[config.mk]
export PLATFORM = sky130hd
export DESIGN_NAME = rf_writeback_ctrl
export DESIGN_NICKNAME = d
export VERILOG_FILES = /design/src/rtl/rf_writeback_ctrl_pkg.sv /design/src/rtl/rf_writeback_ctrl_wb_fifo.sv /design/src/rtl/rf_writeback_ctrl.sv
export SDC_FILE = /design/constraint.sdc
export NUM_CORES = 1
export LEC_CHECK = 0
export ABC_AREA = 1
export CORE_UTILIZATION = 50
export DETAILED_ROUTE_END_ITERATION = 8
export GPL_ROUTABILITY_DRIVEN = 0
export PLACE_DENSITY_LB_ADDON = 0.08
export SKIP_CTS_REPAIR_TIMING = 1
export SLEW_MARGIN = 40
export SYNTH_ARGS = -nofsm -noshare
export SYNTH_HDL_FRONTEND = slang
export SYNTH_SLANG_ARGS = --single-unit
[constraint.sdc]
create_clock -name clk -period 2.99 [get_ports clk]
set_input_delay 0.4485 -clock clk [delete_from_list [all_inputs] [get_ports clk]]
set_output_delay 0.4485 -clock clk [all_outputs]
set_load 0.05 [all_outputs]
[src/rtl/rf_writeback_ctrl_pkg.sv]
// ----------------------------------------------------------------------------
// rf_writeback_ctrl_pkg
// Shared widths and the buffered writeback entry type for the register-file
// writeback controller and its result FIFO.
//   REG_ADDR_W : register address width (32 architectural registers)
//   DATA_W     : register data width
//   NUM_REGS   : number of architectural registers (r0 is hardwired zero)
//   wb_entry   : one pending register-file write {addr, data}
// ----------------------------------------------------------------------------
package rf_writeback_ctrl_pkg;

   localparam int REG_ADDR_W = 5;
   localparam int DATA_W     = 32;
   localparam int NUM_REGS   = 32;

   typedef struct packed {
      logic [REG_ADDR_W-1:0] addr;
      logic [DATA_W-1:0]     data;
   } wb_entry;

endpackage

[src/rtl/rf_writeback_ctrl_wb_fifo.sv]
// ----------------------------------------------------------------------------
// wb_fifo
// Synchronous DEPTH-entry FIFO of wb_entry records that buffers long-latency
// results until the register-file write port is free.
//   clk, reset  : rising-edge clock, asynchronous active-high reset
//   push        : write push_entry (ignored when full)
//   push_entry  : entry to enqueue
//   pop         : drop the head entry (ignored when empty)
//   head        : current head entry (valid when !empty)
//   full, empty : occupancy flags, from the registered count
//   count       : current occupancy, 0..DEPTH
// ----------------------------------------------------------------------------
module wb_fifo
   import rf_writeback_ctrl_pkg::*;
#(
   parameter int DEPTH = 4
) (
   input  logic                         clk,
   input  logic                         reset,
   input  logic                         push,
   input  wb_entry                      push_entry,
   input  logic                         pop,
   output wb_entry                      head,
   output logic                         full,
   output logic                         empty,
   output logic [$clog2(DEPTH+1)-1:0]   count
);

   localparam int PTR_W = (DEPTH > 1) ? $clog2(DEPTH) : 1;
   localparam int CNT_W = $clog2(DEPTH+1);
   localparam logic [CNT_W-1:0] FULL_CNT = CNT_W'(DEPTH);

   wb_entry          mem [DEPTH];
   logic [PTR_W-1:0] wr_ptr;
   logic [PTR_W-1:0] rd_ptr;
   logic [CNT_W-1:0] cnt;
   logic             do_push;
   logic             do_pop;

   assign do_push = push && !full;
   assign do_pop  = pop && !empty;

   // Pointers wrap naturally because DEPTH is a power of two.
   // NOTE: sequential state uses non-blocking (<=) so every flop samples
   // pre-edge values regardless of statement order.
   always_ff @(posedge clk or posedge reset) begin
      if (reset) begin
         wr_ptr <= '0;
         rd_ptr <= '0;
         cnt    <= '0;
      end else begin
         if (do_push) wr_ptr <= wr_ptr + PTR_W'(1);
         if (do_pop)  rd_ptr <= rd_ptr + PTR_W'(1);
         case ({do_push, do_pop})
            2'b10:   cnt <= cnt + CNT_W'(1);
            2'b01:   cnt <= cnt - CNT_W'(1);
            default: cnt <= cnt;
         endcase
      end
   end

   // NOTE: the storage array is deliberately not reset; the count and
   // pointers alone define which entries are valid.
   always_ff @(posedge clk) begin
      if (do_push) mem[wr_ptr] <= push_entry;
   end

   assign head  = mem[rd_ptr];
   assign full  = (cnt == FULL_CNT);
   assign empty = (cnt == '0);
   assign count = cnt;

endmodule

[src/rtl/rf_writeback_ctrl.sv]
// ----------------------------------------------------------------------------
// rf_writeback_ctrl
// Drives the register file's single write port from the in-order pipeline
// writeback stage (highest priority) and from buffered long-latency results,
// and keeps a per-register scoreboard of outstanding long-latency targets.
//   clk, reset          : rising-edge clock, asynchronous active-high reset
//   pipe_wr/addr/data   : pipeline writeback, always accepted
//   lu_issue/_addr      : long-latency op issued, and its destination
//   lu_issue_ok         : issue permitted (combinational)
//   lu_valid/addr/data  : long-latency result offered
//   lu_ready            : result FIFO not full (combinational)
//   chk_addr1/2         : decode source-register queries
//   chk_busy1/2         : queried register has a pending long-latency write
//   rf_wr/addr/data     : registered register-file write port
//   outstanding         : number of scoreboard bits currently set
// ----------------------------------------------------------------------------
module rf_writeback_ctrl
   import rf_writeback_ctrl_pkg::*;
#(
   parameter int DEPTH   = 4,
   parameter int MAX_OUT = 4
) (
   input  logic                           clk,
   input  logic                           reset,
   input  logic                           pipe_wr,
   input  logic [REG_ADDR_W-1:0]          pipe_addr,
   input  logic [DATA_W-1:0]              pipe_data,
   input  logic                           lu_issue,
   input  logic [REG_ADDR_W-1:0]          lu_issue_addr,
   output logic                           lu_issue_ok,
   input  logic                           lu_valid,
   output logic                           lu_ready,
   input  logic [REG_ADDR_W-1:0]          lu_addr,
   input  logic [DATA_W-1:0]              lu_data,
   input  logic [REG_ADDR_W-1:0]          chk_addr1,
   input  logic [REG_ADDR_W-1:0]          chk_addr2,
   output logic                           chk_busy1,
   output logic                           chk_busy2,
   output logic                           rf_wr,
   output logic [REG_ADDR_W-1:0]          rf_addr,
   output logic [DATA_W-1:0]              rf_data,
   output logic [$clog2(MAX_OUT+1)-1:0]   outstanding
);

   localparam int OUT_W = $clog2(MAX_OUT+1);
   localparam logic [OUT_W-1:0] MAX_OUT_C = OUT_W'(MAX_OUT);

   wb_entry             fifo_head;
   logic                fifo_full;
   logic                fifo_empty;
   logic                fifo_push;
   logic                fifo_pop;
   logic                pipe_take;
   logic                rf_from_fifo;
   logic [NUM_REGS-1:0] sb;
   logic [NUM_REGS-1:0] sb_next;
   logic                sb_set;
   logic                sb_clr;

   // A write to r0 from the pipeline is dropped and frees the port.
   assign pipe_take = pipe_wr && (pipe_addr != '0);
   assign fifo_pop  = !pipe_take && !fifo_empty;
   assign fifo_push = lu_valid && !fifo_full;
   assign lu_ready  = !fifo_full;

   wb_fifo #(.DEPTH(DEPTH)) u_fifo (
      .clk        (clk),
      .reset      (reset),
      .push       (fifo_push),
      .push_entry ('{addr: lu_addr, data: lu_data}),
      .pop        (fifo_pop),
      .head       (fifo_head),
      .full       (fifo_full),
      .empty      (fifo_empty),
      .count      ()
   );

   // Write port arbiter. rf_from_fifo remembers the source of the write now
   // on the port so the scoreboard clears only once the data is captured.
   always_ff @(posedge clk or posedge reset) begin
      if (reset) begin
         rf_wr        <= 1'b0;
         rf_addr      <= '0;
         rf_data      <= '0;
         rf_from_fifo <= 1'b0;
      end else if (pipe_take) begin
         rf_wr        <= 1'b1;
         rf_addr      <= pipe_addr;
         rf_data      <= pipe_data;
         rf_from_fifo <= 1'b0;
      end else if (!fifo_empty) begin
         rf_wr        <= (fifo_head.addr != '0);
         rf_addr      <= fifo_head.addr;
         rf_data      <= fifo_head.data;
         rf_from_fifo <= (fifo_head.addr != '0);
      end else begin
         rf_wr        <= 1'b0;
         rf_from_fifo <= 1'b0;
      end
   end

   assign lu_issue_ok = (outstanding < MAX_OUT_C) &&
                        ((lu_issue_addr == '0) || !sb[lu_issue_addr]);

   assign sb_set = lu_issue && lu_issue_ok && (lu_issue_addr != '0);
   // Only clear a bit that is actually set so the population never underflows
   // on a result that was never issued.
   assign sb_clr = rf_wr && rf_from_fifo && sb[rf_addr];

   // NOTE: combinational blocks assign a full default first, so no path can
   // leave sb_next unassigned and infer a latch.
   always_comb begin
      sb_next = sb;
      if (sb_set) sb_next[lu_issue_addr] = 1'b1;
      if (sb_clr) sb_next[rf_addr]       = 1'b0;
      sb_next[0] = 1'b0;
   end

   always_ff @(posedge clk or posedge reset) begin
      if (reset) begin
         sb          <= '0;
         outstanding <= '0;
      end else begin
         sb <= sb_next;
         case ({sb_set, sb_clr})
            2'b10:   outstanding <= outstanding + OUT_W'(1);
            2'b01:   outstanding <= outstanding - OUT_W'(1);
            default: outstanding <= outstanding;
         endcase
      end
   end

   assign chk_busy1 = (chk_addr1 != '0) && sb[chk_addr1];
   assign chk_busy2 = (chk_addr2 != '0) && sb[chk_addr2];

endmodule

==> flow_metrics.env <==
export IMPL_ir_worst_vdd_v=0.000715
export IMPL_drtPass1Iterations=5
export IMPL_required_ps=2540
export IMPL_cp_slowest_stage_delay_ps=500
export IMPL_netlist_instances=1143
export IMPL_initialDrtViolationCount=746
export IMPL_synth_nets=1245
export IMPL_wl_per_cell_um=17.9
export IMPL_worst_slew_margin_rel_pct=50.3
export IMPL_clk_latency_ps=530
export IMPL_regToRegSetupSlack_ps=280
export IMPL_power_density_nw_per_um2=1010
export IMPL_hpwl_um=18900
export IMPL_path_delay_family="buffers and inverters"
export IMPL_diodes=0
export IMPL_cts_sinks=228
export IMPL_synth_cell_type_count=34
export IMPL_antenna_left=0
export IMPL_slowest_stage="clkdlybuf4s50_1"
export IMPL_die_h_um=148
export IMPL_yosys_warnings=0
export IMPL_final_common_cell="nand2_1"
export IMPL_power_mw=13.5
export IMPL_r2r_cells=16
export IMPL_antenna_found_initial=0
export IMPL_syn_to_final_growth_pct=24.8
export IMPL_start_util_pct=50.9
export IMPL_vias=8730
export IMPL_routed_wl_um=28200
export IMPL_ctsLongestPathBuffers=3
export IMPL_dieWidth_um=148
export IMPL_grtUsageTotal_pct=26.2
export IMPL_finalSetupViolations=0
export IMPL_layout_common_cells="nand2_1 (208), nor2_1 (180), edfxtp_1 (148), o21ai_0 (139), clkdlybuf4s50_1 (135)"
export IMPL_via_per_inst=5.53
export IMPL_status="finished clean"
export IMPL_cts_tree="yes"
export IMPL_grt_pass1_wl_um=44700
export IMPL_placementRows=53
export IMPL_critPathArrivalTime_ps=2350
export IMPL_end_kind="primary output"
export IMPL_skew_ps=7.05
export IMPL_drive_above_1_share_pct=7.90
export IMPL_syn_area_per_cell_um2=9.35
export IMPL_setup_worst_path_class="in -> out"
export IMPL_fmax_mhz=357
export IMPL_htree_num_levels=1
export IMPL_worst_path_buf_inv=4
export IMPL_path_cells="clkdlybuf4s50_1 > buf_4 > nand2_1 > nand2_1 > nand2_1 > nand2_1 > nand2_1 > nand2_1 > nor2_2 > nand2_2 > nor2_8 > buf_4 > buf_12"
export IMPL_finalNetCount=1387
export IMPL_pin_count=139
export IMPL_cts_buffers=25
export IMPL_worstReg2RegEnd="outstanding[2]"
export IMPL_clkTransAtPathRegs_ps=60
export IMPL_worstMarginPinSlew_ps=745
export IMPL_rsz0062_at_grt="no"
export IMPL_grt_overflow=0
export IMPL_hold_viol=0
export IMPL_port_buffers=138
export IMPL_seq_area_frac_synth_pct=60.3
export IMPL_finalCriticalPeriod_ps=2800
export IMPL_cpMostUsedCell="nand2_1"
export IMPL_cp_max_fo=32
export IMPL_start_kind="input port"
export IMPL_worstHoldPathType="in -> async"
export IMPL_p_leak_nw=5.25
export IMPL_coreArea_um2=21000
export IMPL_yosys_register_bits=228
export IMPL_grt_pass1_vias=8487
export IMPL_r2r_start="rf_addr[0]"
export IMPL_max_cap_viol_count=0
export IMPL_drc=0
export IMPL_hold_ws_ps=262
export IMPL_grt_max_degree=76
export IMPL_syn_area_um2=10700
export IMPL_drv_slew=0
export IMPL_dieArea_um2=22000
export IMPL_cts_root_buffer="clkbuf_16"
export IMPL_final_period_utilization_pct=93.7
export IMPL_utilization_pct=63.5
cells in the mapped netlist, drive strengths merged:
| master | n | area, um^2 |
|---|---|---|
| clkinv | 2 | 7.51 |
| a22oi | 1 | 7.51 |
| clkbuf | 41 | 154 |
| buf | 16 | 109 |
| o22ai | 33 | 206 |
| fa | 2 | 40.0 |
| mux2 | 1 | 11.3 |
| xor2 | 2 | 17.5 |
| dfrtp | 80 | 2000 |
| o221ai | 7 | 61.3 |
| nor2 | 188 | 729 |
| o211ai | 1 | 7.51 |
| a31oi | 1 | 6.26 |
| a21oi | 93 | 465 |
| xnor2 | 4 | 35.0 |
| ha | 6 | 75.1 |
| a32o | 4 | 40.0 |
| o31ai | 1 | 7.51 |
| edfxtp | 148 | 4440 |
| nor3 | 18 | 90.1 |
| inv | 80 | 303 |
| o2111ai | 4 | 35.0 |
| nand3 | 60 | 340 |
| nand2 | 211 | 800 |
| o21ai | 139 | 696 |
per-layer routing:
layer  vias up  wire [um]  GRT usage (%)
met3        69       2000           4.08
met5         -          0              0
met4         0        979           10.7
li1       4199          -              -
met2       356      13300           43.2
met1      4106      11900           34.8
cell families after synthesis:
group | after synthesis | share of synthesized area, %
compound gates | 284 | 14.3
mux | 1 | 0.105
xor+xnor | 6 | 0.492
flops | 228 | 60.3
simple gates | 477 | 18.3
fa+ha+maj | 8 | 1.08
buf+inv | 139 | 5.36
metrics by stage:
stage	TNS [ps]	instance area (um^2)	instances	worst slack, ps
after floorplan	-28440	10700	1143	-192
after global placement	-0.622	12500	1533	-0.622
after detailed placement	-97.0	12500	1533	-97.0
after CTS	0	13300	1579	200
after global routing	0	13300	1579	35.0
final	0	13300	1579	189
power breakdown:
| part | total [mW] | internal, mW | switching [mW] |
|---|---|---|---|
| sequential | 4.91 | 4.30 | 0.613 |
| combinational | 5.52 | 1.80 | 3.72 |
| clock | 3.06 | 1.80 | 1.25 |
| total | 13.5 | 7.91 | 5.59 |
sequential cells by signal (all words and copies together) (netlist names):
name,count
outstanding,3
rf_addr,5
u_fifo.count,3
u_fifo.mem,148
rf_from_fifo,1
rf_wr,1
u_fifo.wr_ptr,2
u_fifo.rd_ptr,2
sb,31
rf_data,32
worst max-delay path by stage:
stage / startpoint / cells past startpoint / end / slack (ps)
after detailed placement: lu_issue_addr[0] / 17 / outstanding[2] / -100
final: lu_issue_addr[0] / 13 / lu_issue_ok / 190
after global routing: lu_issue_addr[0] / 13 / lu_issue_ok / 40
after global placement: lu_issue_addr[0] / 17 / outstanding[2] / -0.6
after CTS: lu_issue_addr[0] / 13 / lu_issue_ok / 200
after floorplan: u_fifo.count[1] / 4 / u_fifo.mem[0][0] / -190
final cells by class:
class	instances	area [um^2]
inverter	82	312
clock buffer	33	686
timing repair buffer	172	1710
multi-input combinational	776	3710
clock inverter	13	141
tap	275	344
fill	1741	7680
sequential	228	6450
No activity file was read; power rests on OpenSTA's default activity.
